## src/rtl/adder_seq_if.sv

```systemverilog
// Valid/ready bundle for the shared sequential adder: two requesters and one result consumer.
interface adder_seq_if #(
  parameter int WORDS  = 4,
  parameter int WORD_W = 8
);
  localparam int W = WORDS * WORD_W;

  logic         r0_valid;
  logic         r0_ready;
  logic [W-1:0] r0_a;
  logic [W-1:0] r0_b;
  logic         r0_sub;
  logic         r1_valid;
  logic         r1_ready;
  logic [W-1:0] r1_a;
  logic [W-1:0] r1_b;
  logic         r1_sub;
  logic         res_valid;
  logic         res_ready;
  logic [W-1:0] res_sum;
  logic         res_cout;
  logic         res_id;

  modport master (
    output r0_valid, r0_a, r0_b, r0_sub,
    output r1_valid, r1_a, r1_b, r1_sub,
    output res_ready,
    input  r0_ready, r1_ready,
    input  res_valid, res_sum, res_cout, res_id
  );

  modport slave (
    input  r0_valid, r0_a, r0_b, r0_sub,
    input  r1_valid, r1_a, r1_b, r1_sub,
    input  res_ready,
    output r0_ready, r1_ready,
    output res_valid, res_sum, res_cout, res_id
  );
endinterface

```

## src/rtl/adder_seq_arbiter.sv

```systemverilog
// Round-robin shares one WORD_W-bit adder slice between two requesters, LS word first.
// Define ADDER_SEQ_SUB_EN to honour r*_sub (A-B); otherwise the unit only adds.
module adder_seq_arbiter #(
  parameter int WORDS  = 4,
  parameter int WORD_W = 8
) (
  input logic         clk,
  input logic         rst,
  adder_seq_if.slave  bus
);
  localparam int W     = WORDS * WORD_W;
  localparam int IDX_W = (WORDS > 1) ? $clog2(WORDS) : 1;

  typedef enum logic [1:0] {IDLE, RUN, DONE} state_t;

  state_t             state, state_nxt;
  logic [IDX_W-1:0]   idx;
  logic [W-1:0]       a_q, b_q;
  logic               id_q;
  logic               carry;
  logic               last_id;
  logic [W-1:0]       sum_q;
  logic               cout_q;
  logic               res_id_q;

  logic               gnt0, gnt1, accept, last_word;
  logic [WORD_W-1:0]  a_word, b_word, b_eff;
  logic [WORD_W:0]    sum_word;

  // Tie goes to whoever was not served last; exclusive by construction.
  assign gnt0   = (state == IDLE) & bus.r0_valid & (~bus.r1_valid | last_id);
  assign gnt1   = (state == IDLE) & bus.r1_valid & (~bus.r0_valid | ~last_id);
  assign accept = gnt0 | gnt1;

  assign last_word = (idx == IDX_W'(WORDS - 1));

  always_comb begin
    a_word = '0;
    b_word = '0;
    for (int w = 0; w < WORDS; w++) begin
      if (idx == IDX_W'(w)) begin
        a_word = a_q[w*WORD_W +: WORD_W];
        b_word = b_q[w*WORD_W +: WORD_W];
      end
    end
  end

`ifdef ADDER_SEQ_SUB_EN
  logic sub_q;
  assign b_eff = sub_q ? ~b_word : b_word;
`else
  logic unused_sub;
  assign unused_sub = bus.r0_sub ^ bus.r1_sub;
  assign b_eff = b_word;
`endif

  assign sum_word = {1'b0, a_word} + {1'b0, b_eff} + (WORD_W+1)'(carry);

  always_ff @(posedge clk or posedge rst) begin
    if (rst) state <= IDLE;
    else     state <= state_nxt;
  end

  always_comb begin
    state_nxt = state;
    case (state)
      IDLE:    if (accept) state_nxt = RUN;
      RUN:     if (last_word) state_nxt = DONE;
      DONE:    if (bus.res_ready) state_nxt = IDLE;
      default: state_nxt = IDLE;
    endcase
  end

  always_ff @(posedge clk or posedge rst) begin
    if (rst) begin
      idx      <= '0;
      a_q      <= '0;
      b_q      <= '0;
      id_q     <= 1'b0;
      carry    <= 1'b0;
      last_id  <= 1'b1;
      sum_q    <= '0;
      cout_q   <= 1'b0;
      res_id_q <= 1'b0;
`ifdef ADDER_SEQ_SUB_EN
      sub_q    <= 1'b0;
`endif
    end else begin
      case (state)
        IDLE: begin
          if (accept) begin
            a_q     <= gnt1 ? bus.r1_a : bus.r0_a;
            b_q     <= gnt1 ? bus.r1_b : bus.r0_b;
            id_q    <= gnt1;
            last_id <= gnt1;
            idx     <= '0;
`ifdef ADDER_SEQ_SUB_EN
            sub_q   <= gnt1 ? bus.r1_sub : bus.r0_sub;
            carry   <= gnt1 ? bus.r1_sub : bus.r0_sub;
`else
            carry   <= 1'b0;
`endif
          end
        end
        RUN: begin
          for (int w = 0; w < WORDS; w++) begin
            if (idx == IDX_W'(w)) sum_q[w*WORD_W +: WORD_W] <= sum_word[WORD_W-1:0];
          end
          carry <= sum_word[WORD_W];
          if (last_word) begin
            cout_q   <= sum_word[WORD_W];
            res_id_q <= id_q;
          end else begin
            idx <= idx + IDX_W'(1);
          end
        end
        default: ;
      endcase
    end
  end

  assign bus.r0_ready  = gnt0;
  assign bus.r1_ready  = gnt1;
  assign bus.res_valid = (state == DONE);
  assign bus.res_sum   = sum_q;
  assign bus.res_cout  = cout_q;
  assign bus.res_id    = res_id_q;
endmodule

```

## src/flat_wrapper.sv

```systemverilog
// flat-port wrapper written by rule: the top's interface ports become plain ports
module adder_seq_arbiter_flat 
#(
  parameter int WORDS  = 4,
  parameter int WORD_W = 8
)
  (clk, rst, bus_r0_valid, bus_r0_a, bus_r0_b, bus_r0_sub, bus_r1_valid, bus_r1_a, bus_r1_b, bus_r1_sub, bus_res_ready, bus_r0_ready, bus_r1_ready, bus_res_valid, bus_res_sum, bus_res_cout, bus_res_id);
  adder_seq_if #(.WORDS(WORDS), .WORD_W(WORD_W)) bus_i ();
  input logic clk;
  input logic rst;
  input wire logic [$bits(bus_i.r0_valid)-1:0] bus_r0_valid;
  input wire logic [$bits(bus_i.r0_a)-1:0] bus_r0_a;
  input wire logic [$bits(bus_i.r0_b)-1:0] bus_r0_b;
  input wire logic [$bits(bus_i.r0_sub)-1:0] bus_r0_sub;
  input wire logic [$bits(bus_i.r1_valid)-1:0] bus_r1_valid;
  input wire logic [$bits(bus_i.r1_a)-1:0] bus_r1_a;
  input wire logic [$bits(bus_i.r1_b)-1:0] bus_r1_b;
  input wire logic [$bits(bus_i.r1_sub)-1:0] bus_r1_sub;
  input wire logic [$bits(bus_i.res_ready)-1:0] bus_res_ready;
  output wire logic [$bits(bus_i.r0_ready)-1:0] bus_r0_ready;
  output wire logic [$bits(bus_i.r1_ready)-1:0] bus_r1_ready;
  output wire logic [$bits(bus_i.res_valid)-1:0] bus_res_valid;
  output wire logic [$bits(bus_i.res_sum)-1:0] bus_res_sum;
  output wire logic [$bits(bus_i.res_cout)-1:0] bus_res_cout;
  output wire logic [$bits(bus_i.res_id)-1:0] bus_res_id;
  assign bus_i.r0_valid = bus_r0_valid;
  assign bus_i.r0_a = bus_r0_a;
  assign bus_i.r0_b = bus_r0_b;
  assign bus_i.r0_sub = bus_r0_sub;
  assign bus_i.r1_valid = bus_r1_valid;
  assign bus_i.r1_a = bus_r1_a;
  assign bus_i.r1_b = bus_r1_b;
  assign bus_i.r1_sub = bus_r1_sub;
  assign bus_i.res_ready = bus_res_ready;
  assign bus_r0_ready = bus_i.r0_ready;
  assign bus_r1_ready = bus_i.r1_ready;
  assign bus_res_valid = bus_i.res_valid;
  assign bus_res_sum = bus_i.res_sum;
  assign bus_res_cout = bus_i.res_cout;
  assign bus_res_id = bus_i.res_id;
  adder_seq_arbiter #(.WORDS(WORDS), .WORD_W(WORD_W)) u_core (.clk(clk), .rst(rst), .bus(bus_i));
endmodule
```

## config.mk

```make
export PLATFORM = sky130hd
export DESIGN_NAME = adder_seq_arbiter_flat
export DESIGN_NICKNAME = d
export VERILOG_FILES = /design/src/rtl/adder_seq_if.sv /design/src/rtl/adder_seq_arbiter.sv /design/src/flat_wrapper.sv
export SDC_FILE = /design/constraint.sdc
export NUM_CORES = 1
export LEC_CHECK = 0
export ABC_AREA = 0
export CAP_MARGIN = 20
export CORE_ASPECT_RATIO = 0.9
export CORE_MARGIN = 2
export CORE_UTILIZATION = 52
export CTS_BUF_LIST = sky130_fd_sc_hd__clkbuf_4
export DETAILED_ROUTE_END_ITERATION = 10
export PLACE_DENSITY = 0.89
export SYNTH_ARGS = -nofsm -noshare
export SYNTH_HDL_FRONTEND = slang
export SYNTH_SLANG_ARGS = --single-unit
```

## constraint.sdc

```tcl
create_clock -name clk -period 6.3 [get_ports clk]
set_input_delay 1.575 -clock clk [delete_from_list [all_inputs] [get_ports clk]]
set_output_delay 1.575 -clock clk [all_outputs]
set_load 0.05 [all_outputs]
```

==> impl_metrics.tcl <==
set metrics [dict create \
    synth_top_area_share_pct 48.4 \
    cp_top_family "buffers and inverters" \
    synth_fa_ha_area_share_pct 3.31 \
    design.core.area_mm2 0.0102 \
    placedCellCount 892 \
    die_area_mm2 0.0112 \
    yosys.area_share.simple_pct 22.3 \
    ir_drop_v 0.000447 \
    register_area_mm2 0.00263 \
    gr-usage-all-layers_pct 25.1 \
    crit_type "primary input to output port" \
    cts_buffers 9 \
    clk_latency_ns 0.44 \
    dp_hpwl_um 10500 \
    die_w_um 111 \
    p_per_area_mw_per_mm2 563 \
    vias_per_cell 5.50 \
    netlist_instances 630 \
    hold_viol 0 \
    antennaDiodeCount 0 \
    tns_ns 0 \
    grt_pass1_vias 4794 \
    clk_path_buf_depth 2 \
    drv_slew 0 \
    synth_nets 778 \
    p_leak_nw 3.08 \
    mostFrequentLayoutCell "nand2_1" \
    slew_headroom_pct 44.6 \
    worst_slew_pin_slew_ns 0.829 \
    wire_per_inst_um 15.4 \
    cp.arrival_ns 3.10 \
    post-route-util_pct 70.5 \
    vias 4997 \
    synth_xor_area_share_pct 0.815 \
    outcome "completed" \
    mostFrequentLayoutCells "nand2_1, clkdlybuf4s50_1, dfrtp_1" \
    rsz0062_at_grt "no" \
    worstPathCellList "clkdlybuf4s50_1 -> nand2_1 -> nand3_4 -> inv_2 -> clkdlybuf4s50_1" \
    cts_resized 0 \
    worstPathRequired_ns 4.72 \
    drv_cap 0 \
    cts_tree "built" \
    wirelength_um 14000 \
    postRouteAntennaNets 0 \
    end_kind "output port" \
    synth_warnings 0 \
    drc 0 \
    start_kind "primary input" \
    post_synth_mux_area_share_pct 1.05 \
    fin_nets 922 \
    grt_max_degree 86 \
    cts.sinks 105 \
    antenna_found_initial 0 \
    setup_violations 0 \
    die_h_um 100 \
    post-cts-setup-buffers 0 \
    ys_seq_area_share_pct 48.9 \
    holdWs_ns 0.497 \
    ctsHoldBuffers 0 \
    gr-total-overflow 0 \
    grt_pass1_wl_um 22600 \
    cp_slowest_cell "clkdlybuf4s50_1" \
    slowest_delay_ns 0.79 \
    synth.area.top_cells "dfrtp_1, nand2_1, a31oi_1" \
    period_share_pct 74.2 \
    ios 172 \
    h-tree-depth 3 \
    stdcell_count 908 \
    drt_iter0_markers 307 \
    crit_top_cell "clkdlybuf4s50_1" \
    period_needed_ns 4.67 \
    crit_fanout 2 \
    fmax_ghz 0.214 \
    syn_area_per_cell_um2 8.53 \
    synth_top_family_by_area "simple AND/OR/NAND/NOR gates" \
    netlist_area_mm2 0.00538 \
    initial_core_util_pct 52.9 \
    ys_ff_latch 105 \
    multi_input_area_mm2 0.00246 \
    port_buffers 169 \
    yosysTopAreaCell "dfrtp_1" \
    num_rows 35 \
    final_layout_size_suffix_gt1_share_pct 6.29 \
    synth_compound_area_share_pct 18.1 \
    nFillCells 783 \
    drt-pass1-iter-count 7 \
    clockRootBuffer "clkbuf_4" \
    clock_skew_ns 0.0197 \
    gp_congestion 0.842 \
    hold_class "flip-flop to flip-flop" \
    syn2layout_area_growth_pct 33.2 \
    ys_types 41 \
    crit_buf_inv 3 \
    clk_pin_slew_ns 0.14 \
]
==> layout make-up <==
class                      count  share of cell area (%)
inverter                       9                   0.507
clock buffer                   9                   0.944
multi-input combinational    473                    34.3
timing repair buffer         176                    24.5
sequential                   105                    36.7
clock inverter                 7                   0.751
tap                          129                    2.25
==> synth_stat cells, drive strengths merged <==
library cell and count:
a21boi 1, a21oi 28, a221oi 2, a22oi 8, a31oi 64, and2b 2, buf 29, clkbuf 14
dfrtp 104, dfstp 1, fa 2, ha 11, inv 9, mux2 5, nand2 193, nand2b 5
nand3 2, nand3b 6, nand4 1, nor2 78, nor2b 3, nor3 2, nor3b 1, o211ai 1
o21a 1, o21ai 47, o31ai 4, or3 1, xnor2 1, xor2 4
==> through the flow <==
step | total power [mW] | cell area (um2) | setup slack (ns)
global placement | 3.59 | 7040 | 1.64
global route | 4.33 | 7160 | 1.56
CTS | 4.03 | 7160 | 1.62
detailed placement | 3.71 | 7040 | 1.63
floorplan | 2.98 | 5380 | 1.97
finish | 4.03 | 7160 | 1.63
==> routing by layer <==
layer / global-route usage (%) / part of all wire, % / routed length, um
met1: 33.4 / 43 / 6020
met3: 4.87 / 7.2 / 1000
met5: 0 / 0 / 0
met2: 41.6 / 48 / 6640
met4: 9.50 / 2.2 / 305
==> sequential cells by signal, indices dropped and copies added, names as in the netlist, 2 cells and up <==
signal,cells
u_core.state,2
u_core.b_q,32
u_core.bus.res_sum,32
u_core.idx,2
u_core.a_q,32
==> cell families after synthesis <==
logic type | count (synthesis)
simple gates | 294
flops | 105
compound gates | 156
mux | 5
fa+ha+maj | 13
buf+inv | 52
xor+xnor | 5
==> worst register-to-register path, delay by kind of cell, from the launching register on <==
| family | cells | cell delay (ns) |
|---|---|---|
| and+or+nand+nor | 2 | 0.49 |
| AOI/OAI and AO/OA | 6 | 1.48 |
| DFF | 1 | 0.44 |
| adders and majority gates | 3 | 1.33 |
| buffers and inverters | 2 | 0.16 |
| xor gates and xnor gates | 1 | 0.35 |
==> power by group <==
part | switching, mW | internal [mW] | leakage [nW]
sequential | 0.213 | 1.02 | 1.26
combinational | 1.57 | 0.909 | 1.76
clock | 0.230 | 0.0859 | 0.0663
total | 2.02 | 2.02 | 3.08
==> worst paths after layout <==
kind	endpoint	cells past startpoint	from	slack (ns)
worst min register to register	u_core.bus.res_sum[3]$_DFFE_PP0P_	2	u_core.bus.res_sum[3]$_DFFE_PP0P_	0.50
max in group asynchronous	u_core.bus.res_sum[12]$_DFFE_PP0P_	3	rst	3.59
min in group asynchronous	u_core.bus.res_sum[20]$_DFFE_PP0P_	2	rst	1.50
worst max register to register	u_core.bus.res_sum[14]$_DFFE_PP0P_	14	u_core.idx[1]$_DFFE_PP0P_	1.95
worst max-delay path	bus_r1_ready	5	bus_r0_valid	1.63
worst min-delay path	u_core.bus.res_sum[3]$_DFFE_PP0P_	2	u_core.bus.res_sum[3]$_DFFE_PP0P_	0.50
Power figures use the tool's default switching activity.
